==> src/rtl/ebpc_pkg.sv <==
// Shared EBPC types and constants: block-length field width and the
// decoder-arbiter state encoding.
package ebpc_pkg;

    localparam int LOG_MAX_WORDS = 24;

    typedef enum logic [1:0] {
        IDLE = 2'd0,
        LEN  = 2'd1,
        RUN  = 2'd2
    } arb_state_e;

endpackage

==> src/rtl/ebpc_decoder_arbiter_if.sv <==
// Requester-side and decoder-side stream bundle of the EBPC decoder arbiter.
// The slave modport is the arbiter; the master modport is its environment.
interface ebpc_decoder_arbiter_if #(
    parameter int N_REQ         = 2,
    parameter int DATA_W        = 8,
    parameter int LOG_MAX_WORDS = ebpc_pkg::LOG_MAX_WORDS
);

    logic [N_REQ-1:0][LOG_MAX_WORDS-1:0] req_num_words_i;
    logic [N_REQ-1:0]                    req_num_words_vld_i;
    logic [N_REQ-1:0]                    req_num_words_rdy_o;
    logic [N_REQ-1:0][DATA_W-1:0]        req_bpc_i;
    logic [N_REQ-1:0]                    req_bpc_vld_i;
    logic [N_REQ-1:0]                    req_bpc_rdy_o;
    logic [N_REQ-1:0][DATA_W-1:0]        req_znz_i;
    logic [N_REQ-1:0]                    req_znz_vld_i;
    logic [N_REQ-1:0]                    req_znz_rdy_o;
    logic [N_REQ-1:0][DATA_W-1:0]        req_data_o;
    logic [N_REQ-1:0]                    req_data_vld_o;
    logic [N_REQ-1:0]                    req_data_last_o;
    logic [N_REQ-1:0]                    req_data_rdy_i;

    logic [LOG_MAX_WORDS-1:0]            dec_num_words_o;
    logic                                dec_num_words_vld_o;
    logic                                dec_num_words_rdy_i;
    logic [DATA_W-1:0]                   dec_bpc_o;
    logic                                dec_bpc_vld_o;
    logic                                dec_bpc_rdy_i;
    logic [DATA_W-1:0]                   dec_znz_o;
    logic                                dec_znz_vld_o;
    logic                                dec_znz_rdy_i;
    logic [DATA_W-1:0]                   dec_data_i;
    logic                                dec_data_vld_i;
    logic                                dec_data_rdy_o;

    modport slave (
        input  req_num_words_i, req_num_words_vld_i,
        output req_num_words_rdy_o,
        input  req_bpc_i, req_bpc_vld_i,
        output req_bpc_rdy_o,
        input  req_znz_i, req_znz_vld_i,
        output req_znz_rdy_o,
        output req_data_o, req_data_vld_o, req_data_last_o,
        input  req_data_rdy_i,
        output dec_num_words_o, dec_num_words_vld_o,
        input  dec_num_words_rdy_i,
        output dec_bpc_o, dec_bpc_vld_o,
        input  dec_bpc_rdy_i,
        output dec_znz_o, dec_znz_vld_o,
        input  dec_znz_rdy_i,
        input  dec_data_i, dec_data_vld_i,
        output dec_data_rdy_o
    );

    modport master (
        output req_num_words_i, req_num_words_vld_i,
        input  req_num_words_rdy_o,
        output req_bpc_i, req_bpc_vld_i,
        input  req_bpc_rdy_o,
        output req_znz_i, req_znz_vld_i,
        input  req_znz_rdy_o,
        input  req_data_o, req_data_vld_o, req_data_last_o,
        output req_data_rdy_i,
        input  dec_num_words_o, dec_num_words_vld_o,
        output dec_num_words_rdy_i,
        input  dec_bpc_o, dec_bpc_vld_o,
        output dec_bpc_rdy_i,
        input  dec_znz_o, dec_znz_vld_o,
        output dec_znz_rdy_i,
        output dec_data_i, dec_data_vld_i,
        input  dec_data_rdy_o
    );

endinterface

==> src/rtl/ebpc_rr_arbiter.sv <==
// Combinational round-robin pick: first set request bit at or after rr_ptr,
// wrapping cyclically.
module ebpc_rr_arbiter #(
    parameter int N_REQ = 2
) (
    input  logic [N_REQ-1:0]         req,
    input  logic [$clog2(N_REQ)-1:0] rr_ptr,
    output logic [$clog2(N_REQ)-1:0] idx,
    output logic                     any
);

    localparam int IDX_W = $clog2(N_REQ);

    // Walk offsets from farthest to nearest so the nearest hit wins.
    always_comb begin
        logic [IDX_W-1:0] cand;
        cand = '0;
        idx  = '0;
        any  = 1'b0;
        for (int off = N_REQ - 1; off >= 0; off--) begin
            cand = IDX_W'((int'(rr_ptr) + off) % N_REQ);
            if (req[cand]) begin
                idx = cand;
                any = 1'b1;
            end
        end
    end

endmodule

==> src/rtl/ebpc_decoder_arbiter.sv <==
// Shares one EBPC decoder between N_REQ requesters, one whole block per grant,
// with round-robin arbitration on the num_words streams.
module ebpc_decoder_arbiter
    import ebpc_pkg::*;
#(
    parameter int N_REQ         = 2,
    parameter int DATA_W        = 8,
    parameter int LOG_MAX_WORDS = ebpc_pkg::LOG_MAX_WORDS
) (
    input  logic                     clk_i,
    input  logic                     rst_i,
    ebpc_decoder_arbiter_if.slave    bus,
    output logic [$clog2(N_REQ)-1:0] grant_idx_o,
    output logic                     busy_o
);

    localparam int IDX_W = $clog2(N_REQ);

    arb_state_e               state;
    logic [IDX_W-1:0]         rr_ptr;
    logic [IDX_W-1:0]         grant_idx;
    logic [LOG_MAX_WORDS-1:0] remaining;

    logic [IDX_W-1:0]         pick_idx;
    logic                     pick_any;
    logic                     nw_hs;
    logic                     data_hs;

    ebpc_rr_arbiter #(
        .N_REQ (N_REQ)
    ) u_rr_arbiter (
        .req    (bus.req_num_words_vld_i),
        .rr_ptr (rr_ptr),
        .idx    (pick_idx),
        .any    (pick_any)
    );

    assign nw_hs   = (state == LEN) && bus.req_num_words_vld_i[grant_idx] && bus.dec_num_words_rdy_i;
    assign data_hs = (state == RUN) && bus.dec_data_vld_i && bus.req_data_rdy_i[grant_idx];

    always_ff @(posedge clk_i or posedge rst_i) begin
        if (rst_i) begin
            state     <= IDLE;
            rr_ptr    <= '0;
            grant_idx <= '0;
            remaining <= '0;
        end else begin
            case (state)
                IDLE: begin
                    if (pick_any) begin
                        grant_idx <= pick_idx;
                        rr_ptr    <= (pick_idx == IDX_W'(N_REQ - 1)) ? '0 : pick_idx + IDX_W'(1);
                        state     <= LEN;
                    end
                end
                LEN: begin
                    if (nw_hs) begin
                        remaining <= bus.req_num_words_i[grant_idx];
                        // An empty block produces no output, so release at once.
                        state     <= (bus.req_num_words_i[grant_idx] == '0) ? IDLE : RUN;
                    end
                end
                RUN: begin
                    if (data_hs) begin
                        remaining <= remaining - LOG_MAX_WORDS'(1);
                        if (remaining == LOG_MAX_WORDS'(1)) begin
                            state <= IDLE;
                        end
                    end
                end
                default: state <= IDLE;
            endcase
        end
    end

    // Stream routing is purely combinational; non-owners always see zeros.
    always_comb begin
        bus.req_num_words_rdy_o = '0;
        bus.req_bpc_rdy_o       = '0;
        bus.req_znz_rdy_o       = '0;
        bus.req_data_o          = '0;
        bus.req_data_vld_o      = '0;
        bus.req_data_last_o     = '0;
        bus.dec_num_words_o     = '0;
        bus.dec_num_words_vld_o = 1'b0;
        bus.dec_bpc_o           = '0;
        bus.dec_bpc_vld_o       = 1'b0;
        bus.dec_znz_o           = '0;
        bus.dec_znz_vld_o       = 1'b0;
        bus.dec_data_rdy_o      = 1'b0;

        if (state == LEN) begin
            bus.dec_num_words_o                = bus.req_num_words_i[grant_idx];
            bus.dec_num_words_vld_o            = bus.req_num_words_vld_i[grant_idx];
            bus.req_num_words_rdy_o[grant_idx] = bus.dec_num_words_rdy_i;
        end

        if (state != IDLE) begin
            bus.dec_bpc_o                = bus.req_bpc_i[grant_idx];
            bus.dec_bpc_vld_o            = bus.req_bpc_vld_i[grant_idx];
            bus.req_bpc_rdy_o[grant_idx] = bus.dec_bpc_rdy_i;
            bus.dec_znz_o                = bus.req_znz_i[grant_idx];
            bus.dec_znz_vld_o            = bus.req_znz_vld_i[grant_idx];
            bus.req_znz_rdy_o[grant_idx] = bus.dec_znz_rdy_i;
        end

        if (state == RUN) begin
            bus.req_data_o[grant_idx]      = bus.dec_data_i;
            bus.req_data_vld_o[grant_idx]  = bus.dec_data_vld_i;
            bus.req_data_last_o[grant_idx] = (remaining == LOG_MAX_WORDS'(1));
            bus.dec_data_rdy_o             = bus.req_data_rdy_i[grant_idx];
        end
    end

    assign grant_idx_o = grant_idx;
    assign busy_o      = (state != IDLE);

endmodule

==> src/flat_wrapper.sv <==
// flat-port wrapper written by rule: the top's interface ports become plain ports
module ebpc_decoder_arbiter_flat import ebpc_pkg::*;
#(
    parameter int N_REQ         = 2,
    parameter int DATA_W        = 8,
    parameter int LOG_MAX_WORDS = ebpc_pkg::LOG_MAX_WORDS
)
  (clk_i, rst_i, grant_idx_o, busy_o, bus_req_num_words_i, bus_req_num_words_vld_i, bus_req_num_words_rdy_o, bus_req_bpc_i, bus_req_bpc_vld_i, bus_req_bpc_rdy_o, bus_req_znz_i, bus_req_znz_vld_i, bus_req_znz_rdy_o, bus_req_data_o, bus_req_data_vld_o, bus_req_data_last_o, bus_req_data_rdy_i, bus_dec_num_words_o, bus_dec_num_words_vld_o, bus_dec_num_words_rdy_i, bus_dec_bpc_o, bus_dec_bpc_vld_o, bus_dec_bpc_rdy_i, bus_dec_znz_o, bus_dec_znz_vld_o, bus_dec_znz_rdy_i, bus_dec_data_i, bus_dec_data_vld_i, bus_dec_data_rdy_o);
  ebpc_decoder_arbiter_if #(.N_REQ(N_REQ), .DATA_W(DATA_W), .LOG_MAX_WORDS(LOG_MAX_WORDS)) bus_i ();
  input  logic clk_i;
  input  logic rst_i;
  output logic [$clog2(N_REQ)-1:0] grant_idx_o;
  output logic busy_o;
  input wire logic [$bits(bus_i.req_num_words_i)-1:0] bus_req_num_words_i;
  input wire logic [$bits(bus_i.req_num_words_vld_i)-1:0] bus_req_num_words_vld_i;
  output wire logic [$bits(bus_i.req_num_words_rdy_o)-1:0] bus_req_num_words_rdy_o;
  input wire logic [$bits(bus_i.req_bpc_i)-1:0] bus_req_bpc_i;
  input wire logic [$bits(bus_i.req_bpc_vld_i)-1:0] bus_req_bpc_vld_i;
  output wire logic [$bits(bus_i.req_bpc_rdy_o)-1:0] bus_req_bpc_rdy_o;
  input wire logic [$bits(bus_i.req_znz_i)-1:0] bus_req_znz_i;
  input wire logic [$bits(bus_i.req_znz_vld_i)-1:0] bus_req_znz_vld_i;
  output wire logic [$bits(bus_i.req_znz_rdy_o)-1:0] bus_req_znz_rdy_o;
  output wire logic [$bits(bus_i.req_data_o)-1:0] bus_req_data_o;
  output wire logic [$bits(bus_i.req_data_vld_o)-1:0] bus_req_data_vld_o;
  output wire logic [$bits(bus_i.req_data_last_o)-1:0] bus_req_data_last_o;
  input wire logic [$bits(bus_i.req_data_rdy_i)-1:0] bus_req_data_rdy_i;
  output wire logic [$bits(bus_i.dec_num_words_o)-1:0] bus_dec_num_words_o;
  output wire logic [$bits(bus_i.dec_num_words_vld_o)-1:0] bus_dec_num_words_vld_o;
  input wire logic [$bits(bus_i.dec_num_words_rdy_i)-1:0] bus_dec_num_words_rdy_i;
  output wire logic [$bits(bus_i.dec_bpc_o)-1:0] bus_dec_bpc_o;
  output wire logic [$bits(bus_i.dec_bpc_vld_o)-1:0] bus_dec_bpc_vld_o;
  input wire logic [$bits(bus_i.dec_bpc_rdy_i)-1:0] bus_dec_bpc_rdy_i;
  output wire logic [$bits(bus_i.dec_znz_o)-1:0] bus_dec_znz_o;
  output wire logic [$bits(bus_i.dec_znz_vld_o)-1:0] bus_dec_znz_vld_o;
  input wire logic [$bits(bus_i.dec_znz_rdy_i)-1:0] bus_dec_znz_rdy_i;
  input wire logic [$bits(bus_i.dec_data_i)-1:0] bus_dec_data_i;
  input wire logic [$bits(bus_i.dec_data_vld_i)-1:0] bus_dec_data_vld_i;
  output wire logic [$bits(bus_i.dec_data_rdy_o)-1:0] bus_dec_data_rdy_o;
  assign bus_i.req_num_words_i = bus_req_num_words_i;
  assign bus_i.req_num_words_vld_i = bus_req_num_words_vld_i;
  assign bus_req_num_words_rdy_o = bus_i.req_num_words_rdy_o;
  assign bus_i.req_bpc_i = bus_req_bpc_i;
  assign bus_i.req_bpc_vld_i = bus_req_bpc_vld_i;
  assign bus_req_bpc_rdy_o = bus_i.req_bpc_rdy_o;
  assign bus_i.req_znz_i = bus_req_znz_i;
  assign bus_i.req_znz_vld_i = bus_req_znz_vld_i;
  assign bus_req_znz_rdy_o = bus_i.req_znz_rdy_o;
  assign bus_req_data_o = bus_i.req_data_o;
  assign bus_req_data_vld_o = bus_i.req_data_vld_o;
  assign bus_req_data_last_o = bus_i.req_data_last_o;
  assign bus_i.req_data_rdy_i = bus_req_data_rdy_i;
  assign bus_dec_num_words_o = bus_i.dec_num_words_o;
  assign bus_dec_num_words_vld_o = bus_i.dec_num_words_vld_o;
  assign bus_i.dec_num_words_rdy_i = bus_dec_num_words_rdy_i;
  assign bus_dec_bpc_o = bus_i.dec_bpc_o;
  assign bus_dec_bpc_vld_o = bus_i.dec_bpc_vld_o;
  assign bus_i.dec_bpc_rdy_i = bus_dec_bpc_rdy_i;
  assign bus_dec_znz_o = bus_i.dec_znz_o;
  assign bus_dec_znz_vld_o = bus_i.dec_znz_vld_o;
  assign bus_i.dec_znz_rdy_i = bus_dec_znz_rdy_i;
  assign bus_i.dec_data_i = bus_dec_data_i;
  assign bus_i.dec_data_vld_i = bus_dec_data_vld_i;
  assign bus_dec_data_rdy_o = bus_i.dec_data_rdy_o;
  ebpc_decoder_arbiter #(.N_REQ(N_REQ), .DATA_W(DATA_W), .LOG_MAX_WORDS(LOG_MAX_WORDS)) u_core (.clk_i(clk_i), .rst_i(rst_i), .bus(bus_i), .grant_idx_o(grant_idx_o), .busy_o(busy_o));
endmodule
==> config.mk <==
export PLATFORM = sky130hd
export DESIGN_NAME = ebpc_decoder_arbiter_flat
export DESIGN_NICKNAME = d
export VERILOG_FILES = /design/src/rtl/ebpc_pkg.sv /design/src/rtl/ebpc_decoder_arbiter_if.sv /design/src/rtl/ebpc_rr_arbiter.sv /design/src/rtl/ebpc_decoder_arbiter.sv /design/src/flat_wrapper.sv
export SDC_FILE = /design/constraint.sdc
export NUM_CORES = 1
export LEC_CHECK = 0
export BUFFER_PORTS_ARGS = -buffer_cell sky130_fd_sc_hd__buf_2
export CAP_MARGIN = 30
export CORE_MARGIN = 1
export CORE_UTILIZATION = 45
export DETAILED_ROUTE_END_ITERATION = 7
export GPL_TIMING_DRIVEN = 0
export HOLD_SLACK_MARGIN = 0.1
export MAX_ROUTING_LAYER = met4
export PLACE_DENSITY = 0.89
export SYNTH_ARGS = -nofsm -noshare
export SYNTH_HDL_FRONTEND = slang
export SYNTH_SLANG_ARGS = --single-unit
==> constraint.sdc <==
create_clock -name clk_i -period 2.2 [get_ports clk_i]
set_input_delay 0.22 -clock clk_i [delete_from_list [all_inputs] [get_ports clk_i]]
set_output_delay 0.22 -clock clk_i [all_outputs]
set_load 0.01 [all_outputs]
==> impl_results.md <==
* Pwr dens at approximately 1400 nW/µm²
* Multi-input gate area at ~2200 µm²
* RSZ-0062 raised after global routing: yes
* Max-cap viol count at 0
* Cell count after synthesis at between 300 and 400
* Final hold violations at 0
* CTS Root Cell: clkbuf_8
* VDD IR max at 1.00 mV
* Worst Hold Class: in2reg
* CTS Sinks at 28
* Crit path launch: u_core.state[0]
* Crit start category: flop
* Req. time, crit path at between 1500 and 2000 ps
* Total gr overflow at 0
* Reg-to-reg startpoint: u_core.grant_idx_o
* Syn_area_per_cell at approximately 7.9 µm²
* Synthesized cell area at 2950 µm²
* Htree depth at 1
* DIE HEIGHT at 82.9 µm
* Initial antenna violation count at 0
* Final antenna-violating net count at 0
* Routability cong. at 0.986
* Clock latency on the worst-skew pair at 280 ps
* EDFF count, synth at 0
* Crit path time final at approximately 2100 ps
* Post-layout instance area at 4110 µm²
* Net Count, Synth at a little under 500
* CP Data Arrival Time at around 1900 ps
* Reg clk slew, reported paths at roughly 100 ps
* Pre-CTS setup slack at -323 ps
* Share of cells above drive strength 1 at between 40% and 50%
* Drt drc at 0
* Ys async rst share at 100%
* Core area at about 6300 µm²
* Status: complete, no violations
* Syn-to-layout area delta at 39.4%
* Leakage power at about 2.1 nW
* First-pass GRT wire length at ~20 mm
* Nets at approximately 660
* Port Buf Inserts at 173
* Sequential Area at 702 µm²
* Vias/cell at slightly above 6
* TritonRoute pass-1 iters at 8
* Number of global-route vias before repair at 3,712
* WL/cell at between 20 and 25 µm
* Max clock buf depth at 2
* Top FF cell, synth: dfrtp_1
* TritonCTS clock tree: done
* Final Max Slew Viols at 0
* Setup Skew at 4.87 ps
* Crit-path max FO at 19
* Synthesis warning total at 0
* Fmax at approximately 0.47 GHz
* Fillers at 560
* DRT iter0 DRCs at ~420
* GR Util All Layers at roughly 37%
* Die Width at 82.9 µm
* Worst Tran Pin Value at about 630 ps
* Fin crit share at a little over nine tenths
* Initial Utilization at 46.4%
* Register bit count reported by yosys at 28
* Total Power at approximately 0.0057 W
* Worst setup EP type: output pin
* Sequential element share of the synthesized area at 23.8%
* Hpwl dp at approximately 10 mm
* Final setup viols at 0
* Setup ws final at 84.0 ps
* Max-Slew Margin vs Limit at roughly 58%
* Row count at 29
* DIE AREA at between 6000 and 7000 µm²
* CTS buffer count at 3
* Largest net degree at the start of global routing at 20
* Io pins at roughly 170
* Post-Place Cells at about 630
* Worst hold start: bus_req_num_words_vld_i[1]
* Dpl cell area at between 3000 and 4000 µm²
* Total Routed Length at 12.8 mm
* Vias at roughly 3,900
* Critical path class: reg2out
* Core Util, Final at around 65%
* Synth cell types at 58
* Finished Layout Cells at 630
* Diodes inserted at 0
power by group:
group,internal (W),switching (W)
clock network,0.000161,0.000183
registers,0.000799,0.000461
logic,0.00168,0.00246
total,0.00264,0.00310
layout by cell type (no fill, tap or decap), types with 5 or more instances in the layout:
cell type	count
buf_2	175
nor2_1	56
mux2i_1	39
nand2_1	27
dfrtp_1	27
and3_1	21
a21oi_1	16
and2_1	14
inv_1	13
nand4_1	13
o21ai_0	10
nor4_1	10
nor3_1	9
buf_4	7
clkbuf_2	6
nand3_1	6
a31oi_1	6
o22a_1	5
ha_1	5
registers in the layout, indices dropped and copies added, names as in the netlist:
signal              count
u_core.remaining       24
u_core.state            2
u_core.grant_idx_o      1
u_core.rr_ptr           1
cell families after synthesis:
logic type | count (synthesis) | share of synthesized area, %
simple gates | 189 | 35.8
compound gates | 71 | 17.7
fa+ha+maj | 5 | 2.12
flops | 28 | 23.8
buf+inv | 36 | 5.14
mux | 45 | 15.4
layer usage:
layer | share of wire [%] | global-route usage [%] | wire [µm]
met3 | 8.6 | 6.26 | 1100
met4 | 3.1 | 11.6 | 393
met5 | 0 | - | 0
met2 | 47 | 60.0 | 6050
met1 | 41 | 48.4 | 5240
cell usage after synthesis, drive strengths merged (4+ instances only):
cell type	n	area share [%]
and4	4	1.2
o21ai	13	2.3
buf	9	1.7
ha	5	2.1
nand4	13	2.8
or4	5	1.4
o211ai	4	1.2
dfrtp	28	24
nor4	16	4.6
clkbuf	13	1.7
inv	13	1.7
o22a	5	1.5
nand3	6	1.0
a31oi	6	1.3
and3	22	4.7
and2	14	3.0
nor3	11	2.4
a21oi	16	2.7
nand2	27	3.4
nor2	57	7.3
mux2i	42	14
repair_timing:
action                                 in CTS  in global routing
setup endpoints to repair                  51                 61
hold buffers                                1                  0
resized for setup                          16                 24
cloned                                      0                  0
endpoints found under the hold margin      12                  0
setup buffers                               0                  1
pin swaps                                   0                  1
layout make-up:
| type | instances | share of cell area, % |
|---|---|---|
| well taps | 77 | 2.34 |
| flip-flops and latches | 28 | 17.1 |
| repair buffers | 176 | 22.2 |
| inverters | 14 | 1.28 |
| multi-input cells | 310 | 52.6 |
| clock buffers | 4 | 1.34 |
| plain buffers | 21 | 3.17 |
critical path, stage by stage (launching register included):
cell and delay [ps]:
dfrtp_1 410, inv_1 90, ha_1 230, buf_4 270, clkbuf_2 270, nand2_1 80
nor2_1 110, buf_2 150
worst paths after layout:
kind,end,slack [ps],cells past startpoint
max,bus_req_data_last_o[1],80,7
min,u_core.rr_ptr,200,2
max reg2reg,u_core.remaining[15],120,7
min reg2reg,u_core.remaining[22],530,2
max in group asynchronous,u_core.rr_ptr,1150,4
min in group asynchronous,u_core.remaining[19],550,3
stage by stage:
step                      hold WS [ps]  setup TNS [ps]
after global routing               195           -92.1
final                              204               0
after detailed placement           320           -5160
after global placement             465           -4530
after CTS                          192               0
after floorplan                    285               0
Note: power is estimated with default switching activity, not from simulation.
